## src/rtl/stack_cpu_seq.sv

```systemverilog
// stack_cpu_seq: round-robin multi-context control sequencer between IFIDC and EXEC.
// Each context owns a PC and a running flag. Contexts get one instruction per turn.
// A watchdog bounds the time spent waiting on EXEC, and a saturating counter tracks
// retired instructions.
// Optional feature: define STACK_CPU_SEQ_STEP_EN to add a 'step' input. With it,
// SELECT holds until step=1 is seen, but the transition to IDLE never waits for step.
module stack_cpu_seq #(
   parameter int unsigned NUM_THREADS  = 2,
   parameter int unsigned TID_LEN      = $clog2(NUM_THREADS),
   parameter int unsigned PC_LEN       = 6,
   parameter int unsigned EXEC_TIMEOUT = 64,
   parameter int unsigned CNT_LEN      = 16
) (
   input  logic                   clk,
   input  logic                   rst,
   input  logic                   go,
   input  logic                   exec_fin_sig,
   input  logic                   exec_halt,
   input  logic [PC_LEN-1:0]      exec_pc,
`ifdef STACK_CPU_SEQ_STEP_EN
   input  logic                   step,
`endif
   output logic                   ifidc_en,
   output logic                   exec_en,
   output logic [PC_LEN-1:0]      pc_out,
   output logic [TID_LEN-1:0]     thread_id,
   output logic [NUM_THREADS-1:0] thread_active,
   output logic                   busy,
   output logic                   err_timeout,
   output logic [CNT_LEN-1:0]     inst_count
);

   localparam int unsigned WD_LEN = $clog2(EXEC_TIMEOUT + 1);

   typedef enum logic [2:0] {
      S_IDLE   = 3'd0,
      S_FETCH  = 3'd1,
      S_EXEC   = 3'd2,
      S_WAIT   = 3'd3,
      S_SELECT = 3'd4
   } state_t;

   state_t                 r_state, w_state_nxt;
   logic [PC_LEN-1:0]      r_pc     [NUM_THREADS];
   logic [PC_LEN-1:0]      w_pc_nxt [NUM_THREADS];
   logic [TID_LEN-1:0]     r_tid, w_tid_nxt;
   logic [NUM_THREADS-1:0] r_active, w_active_nxt;
   logic [CNT_LEN-1:0]     r_cnt, w_cnt_nxt;
   logic [WD_LEN-1:0]      r_wdog, w_wdog_nxt;
   logic                   r_err, w_err_nxt;
   logic                   w_step;
   logic                   w_found;
   logic [TID_LEN-1:0]     w_sel;

`ifdef STACK_CPU_SEQ_STEP_EN
   assign w_step = step;
`else
   assign w_step = 1'b1;
`endif

   // Round-robin search for the next active context, starting after the current one
   always_comb begin
      int unsigned idx;
      idx     = 0;
      w_found = 1'b0;
      w_sel   = r_tid;
      for (int unsigned k = 1; k <= NUM_THREADS; k++) begin
         idx = (32'(r_tid) + k) % NUM_THREADS;
         if (!w_found && r_active[TID_LEN'(idx)]) begin
            w_found = 1'b1;
            w_sel   = TID_LEN'(idx);
         end
      end
   end

   // Next-state and datapath update logic
   always_comb begin
      w_state_nxt  = r_state;
      w_pc_nxt     = r_pc;
      w_tid_nxt    = r_tid;
      w_active_nxt = r_active;
      w_cnt_nxt    = r_cnt;
      w_wdog_nxt   = r_wdog;
      w_err_nxt    = r_err;
      case (r_state)
         S_IDLE: begin
            if (go) begin
               w_active_nxt = '1;
               for (int i = 0; i < NUM_THREADS; i++) w_pc_nxt[i] = '0;
               w_tid_nxt    = '0;
               w_err_nxt    = 1'b0;
               w_wdog_nxt   = '0;
               w_state_nxt  = S_FETCH;
            end
         end
         S_FETCH: w_state_nxt = S_EXEC;
         S_EXEC: begin
            w_wdog_nxt  = '0;
            w_state_nxt = S_WAIT;
         end
         S_WAIT: begin
            if (exec_fin_sig) begin
               w_pc_nxt[r_tid] = exec_pc;
               if (exec_halt) w_active_nxt[r_tid] = 1'b0;
               if (r_cnt != '1) w_cnt_nxt = r_cnt + CNT_LEN'(1);
               w_state_nxt = S_SELECT;
            end else if (r_wdog == WD_LEN'(EXEC_TIMEOUT - 1)) begin
               w_err_nxt           = 1'b1;
               w_active_nxt[r_tid] = 1'b0;
               w_state_nxt         = S_SELECT;
            end else begin
               w_wdog_nxt = r_wdog + WD_LEN'(1);
            end
         end
         S_SELECT: begin
            if (!w_found) begin
               w_state_nxt = S_IDLE;
            end else if (w_step) begin
               w_tid_nxt   = w_sel;
               w_state_nxt = S_FETCH;
            end
         end
         default: w_state_nxt = S_IDLE;
      endcase
   end

   // State and context registers, asynchronously cleared
   always_ff @(posedge clk or posedge rst) begin
      if (rst) begin
         r_state <= S_IDLE;
         for (int i = 0; i < NUM_THREADS; i++) r_pc[i] <= '0;
         r_tid    <= '0;
         r_active <= '0;
         r_cnt    <= '0;
         r_wdog   <= '0;
         r_err    <= 1'b0;
      end else begin
         r_state  <= w_state_nxt;
         r_pc     <= w_pc_nxt;
         r_tid    <= w_tid_nxt;
         r_active <= w_active_nxt;
         r_cnt    <= w_cnt_nxt;
         r_wdog   <= w_wdog_nxt;
         r_err    <= w_err_nxt;
      end
   end

   // Outputs decoded from registered state only
   assign ifidc_en      = (r_state == S_FETCH);
   assign exec_en       = (r_state == S_EXEC);
   assign busy          = (r_state != S_IDLE);
   assign pc_out        = r_pc[r_tid];
   assign thread_id     = r_tid;
   assign thread_active = r_active;
   assign err_timeout   = r_err;
   assign inst_count    = r_cnt;

endmodule

```

## config.mk

```make
export PLATFORM = sky130hd
export DESIGN_NAME = stack_cpu_seq
export DESIGN_NICKNAME = d
export VERILOG_FILES = /design/src/rtl/stack_cpu_seq.sv
export SDC_FILE = /design/constraint.sdc
export NUM_CORES = 1
export LEC_CHECK = 0
export BUFFER_PORTS_ARGS = -buffer_cell sky130_fd_sc_hd__buf_2
export CAP_MARGIN = 20
export CORE_MARGIN = 5
export CORE_UTILIZATION = 54
export DETAILED_ROUTE_END_ITERATION = 8
export GPL_ROUTABILITY_DRIVEN = 0
export GPL_TIMING_DRIVEN = 0
export MAX_ROUTING_LAYER = met4
export PLACE_DENSITY = 0.83
export SLEW_MARGIN = 20
export SYNTH_ARGS = -nofsm -noshare
export SYNTH_HDL_FRONTEND = slang
export SYNTH_SLANG_ARGS = --single-unit
```

## constraint.sdc

```tcl
create_clock -name clk -period 2.45 [get_ports clk]
set_input_delay 0.49 -clock clk [delete_from_list [all_inputs] [get_ports clk]]
set_output_delay 0.49 -clock clk [all_outputs]
set_load 0.02 [all_outputs]
```

==> impl_metrics.toml <==
[worst_setup_path]
crit_path_start_kind = "register"
timing.critical_path.slowest_cell_delay_ns = 0.44
critPathKind = "reg2out"
path_delay_family = "buffers and inverters"
number_of_buffers_and_inverters_on_the_critical_path = 2
worst-r2r-setup-slack_ns = 0.42
critical_path_required_ns = 1.96
timing.critical_path.fanout_max = 10
critPathSlowestCell = "sky130_fd_sc_hd__clkbuf_1"
reg2regPathDepth = 5
crit-reg2reg-launch = "r_wdog[0]"
setup.worst_path.end_class = "output port"
critical_path.cell_chain = "clkbuf_1 > mux2_2 > buf_2"
arrival_ns = 1.64
reg2reg_capture_point = "r_wdog[6]"

[final_layout]
fin_nets = 253
syn2layout_area_growth_pct = 17.4
n_antenna_cell = 0
final_layout_size_suffix_gt1_share_pct = 27.0

[floorplan]
num_rows = 22
initial_utilization_pct = 56.4
dieWidth_um = 72.1
num_io_pins = 40
core_region_area_um2 = 3690
dieHeight_um = 72.1
fp.dieArea_um2 = 5200

[routing]
drt-vias-per-instance = 5.80
drtPass1Iterations = 4
drt-wirelength-per-cell_um = 15.8
postRouteWirelength_um = 4550
initial_detailed_routing_violation_count = 145
route.antenna.remaining_nets = 0
route.detailed.drc = 0
num_vias = 1677

[global_routing]
antenna_found_initial = 0
maximum_number_of_pins_on_one_net_before_global_route_repair = 34
grt.overflow.total = 0
global_route_wire_length_before_repair_um = 7710
first_global_vias = 1745
groute.usage.overall_pct = 19.4

[cts]
reg_clk_slew_reported_paths_ns = 0.07
cts-buffers-inserted = 5
cts.root.buffer_cell = "sky130_fd_sc_hd__clkbuf_8"
insertion_delay_ns = 0.29
cts_tree = "yes"
cts_htree_levels = 2
cts_repair_resize_count = 0
clock_tree.buffer_depth = 2
hold_buffers = 0
clock_sinks = 42
post_cts_buffers = 0

[sta]
worstMarginPinSlew_ns = 0.844
fin_hold_ws_ns = 0.111
maxSlewHeadroom_pct = 43.5
setup_viol = 0
worst_clock_skew_ns = 0.00347
timing.final.ws_setup_ns = 0.317
grt_setup_unrepaired = "false"
report.final.hold_viol_count = 0
achievable-frequency_ghz = 0.469
fin_setup_tns_ns = 0
post-route-min-period_ns = 2.13
drv_slew = 0
min_period_over_period_pct = 87.0

[logic_synthesis]
synth_cell_types = 44
synth_nets = 207
synth-warning-count = 0
synth_top_flop_cell = "sky130_fd_sc_hd__dfrtp_1"
synth.avg_cell_area_um2 = 10.7
seq_area_frac_synth_pct = 50.5
post_synth_instance_area_um2 = 2080
synthesis.instances = 194
synth-edff-count = 0
synth-async-reset-ratio_pct = 100
postSynthRegisterBits = 42

[place]
io_buffers = 38
detailedPlace.worstSlack_ns = 0.380
detailed_place_hpwl_um = 3270

[power_and_ir_drop]
peakVddDrop_uv = 505
power.leakage_nw = 1.21
design_power_total_w = 0.00247
power_density_nw_per_um2 = 1010

[status]
outcome = "completed"

[min_path]
timing.hold.worst.class = "in2async"

[run]
maximum_capacitance_violations = 0
## flip-flops by register name (all words and copies together) (netlist names)
signal and cells:
thread_id 1, inst_count 16, err_timeout 1, thread_active 2, r_wdog 7, r_pc 12, r_state 3
## worst max-delay path by stage
| stage | start | end | slack, ns | cells after the start |
|---|---|---|---|---|
| final | thread_id | pc_out[0] | 0.32 | 3 |
| after global routing | thread_id | pc_out[0] | 0.24 | 3 |
| after CTS | thread_id | pc_out[2] | 0.32 | 3 |
| after detailed placement | r_wdog[0] | r_wdog[6] | 0.38 | 5 |
| after global placement | r_wdog[0] | r_wdog[6] | 0.43 | 5 |
| after floorplan | exec_fin_sig | inst_count[14] | 0.69 | 5 |
## worst register-to-register path, cell delays in order, from the launching register on
cell,delay (ns)
sky130_fd_sc_hd__dfrtp_1,0.41
sky130_fd_sc_hd__ha_1,0.24
sky130_fd_sc_hd__nand3_1,0.17
sky130_fd_sc_hd__nor3_1,0.11
sky130_fd_sc_hd__o32ai_1,0.75
sky130_fd_sc_hd__a21boi_0,0.19
## metal layers
layer / up-vias / GRT usage, % / wire, um
met2: 40 / 30.7 / 2170
li1: 815 / - / -
met1: 815 / 23.3 / 2070
met3: 7 / 3.88 / 215
met5: - / - / 0
met4: 0 / 10.4 / 93
## stage by stage
step,cell area [um^2],util [%],cells
finish,2440,66.2,289
global route,2440,66.2,289
CTS,2440,66.2,289
detailed placement,2350,63.8,281
global placement,2330,63.2,280
floorplan,2080,-,194
## cells in the mapped netlist (4+ instances only)
master / n / area, um^2
sky130_fd_sc_hd__nand2_1: 11 / 41.3
sky130_fd_sc_hd__o21ai_0: 5 / 25.0
sky130_fd_sc_hd__a21oi_1: 8 / 40.0
sky130_fd_sc_hd__clkbuf_1: 5 / 18.8
sky130_fd_sc_hd__nor3_1: 4 / 20.0
sky130_fd_sc_hd__nand3_1: 12 / 60.1
sky130_fd_sc_hd__o21bai_1: 4 / 30.0
sky130_fd_sc_hd__a22o_1: 14 / 123
sky130_fd_sc_hd__mux2_2: 10 / 113
sky130_fd_sc_hd__dfrtp_1: 42 / 1050
sky130_fd_sc_hd__inv_1: 6 / 22.5
sky130_fd_sc_hd__nor2_1: 16 / 60.1
sky130_fd_sc_hd__xor2_1: 7 / 61.3
## cells in the final DEF, fill, tap and decap left out, types with 2 or more instances in the layout
cell                        n
sky130_fd_sc_hd__mux2_2    10
sky130_fd_sc_hd__nand2_1   11
sky130_fd_sc_hd__o41ai_1    2
sky130_fd_sc_hd__o21ai_0    5
sky130_fd_sc_hd__dfrtp_1   42
sky130_fd_sc_hd__and3_1     3
sky130_fd_sc_hd__o21bai_1   4
sky130_fd_sc_hd__a22o_1    14
sky130_fd_sc_hd__clkbuf_8   6
sky130_fd_sc_hd__nor3_1     4
sky130_fd_sc_hd__xnor2_1    3
sky130_fd_sc_hd__ha_1       2
sky130_fd_sc_hd__a21oi_1    8
sky130_fd_sc_hd__nand3b_1   2
sky130_fd_sc_hd__or3_1      2
sky130_fd_sc_hd__nand4_1    3
sky130_fd_sc_hd__xor2_1     7
sky130_fd_sc_hd__buf_2     39
sky130_fd_sc_hd__nand2b_1   2
sky130_fd_sc_hd__inv_1      5
sky130_fd_sc_hd__nor4_1     2
sky130_fd_sc_hd__nand3_1   12
sky130_fd_sc_hd__clkbuf_1   6
sky130_fd_sc_hd__a31oi_1    3
sky130_fd_sc_hd__o21a_1     3
sky130_fd_sc_hd__nor3_2     2
sky130_fd_sc_hd__and4_1     3
sky130_fd_sc_hd__nor2_1    16
## kinds of logic after synthesis
family	Yosys count	share of synthesized area [%]
compound gates	47	16.6
simple gates	71	19.9
mux	10	5.41
buf+inv	12	2.22
fa+ha+maj	2	1.20
xor+xnor	10	4.21
flops	42	50.5
## cell type report
| type | instances | area (um^2) |
|---|---|---|
| Timing Repair Buffer | 39 | 210 |
| Tap cell | 48 | 60.1 |
| Clock inverter | 1 | 5.00 |
| Sequential cell | 42 | 1050 |
| Fill cell | 310 | 1240 |
| Multi-Input combinational cell | 140 | 985 |
| Clock buffer | 7 | 86.3 |
| Buffer | 6 | 23.8 |
| Inverter | 6 | 22.5 |
## power breakdown
part,switching [W],internal [W]
Clock,0.000224,0.000227
Sequential,0.000159,0.000856
Combinational,0.000605,0.000398
No activity file was read; power rests on OpenSTA's default activity.
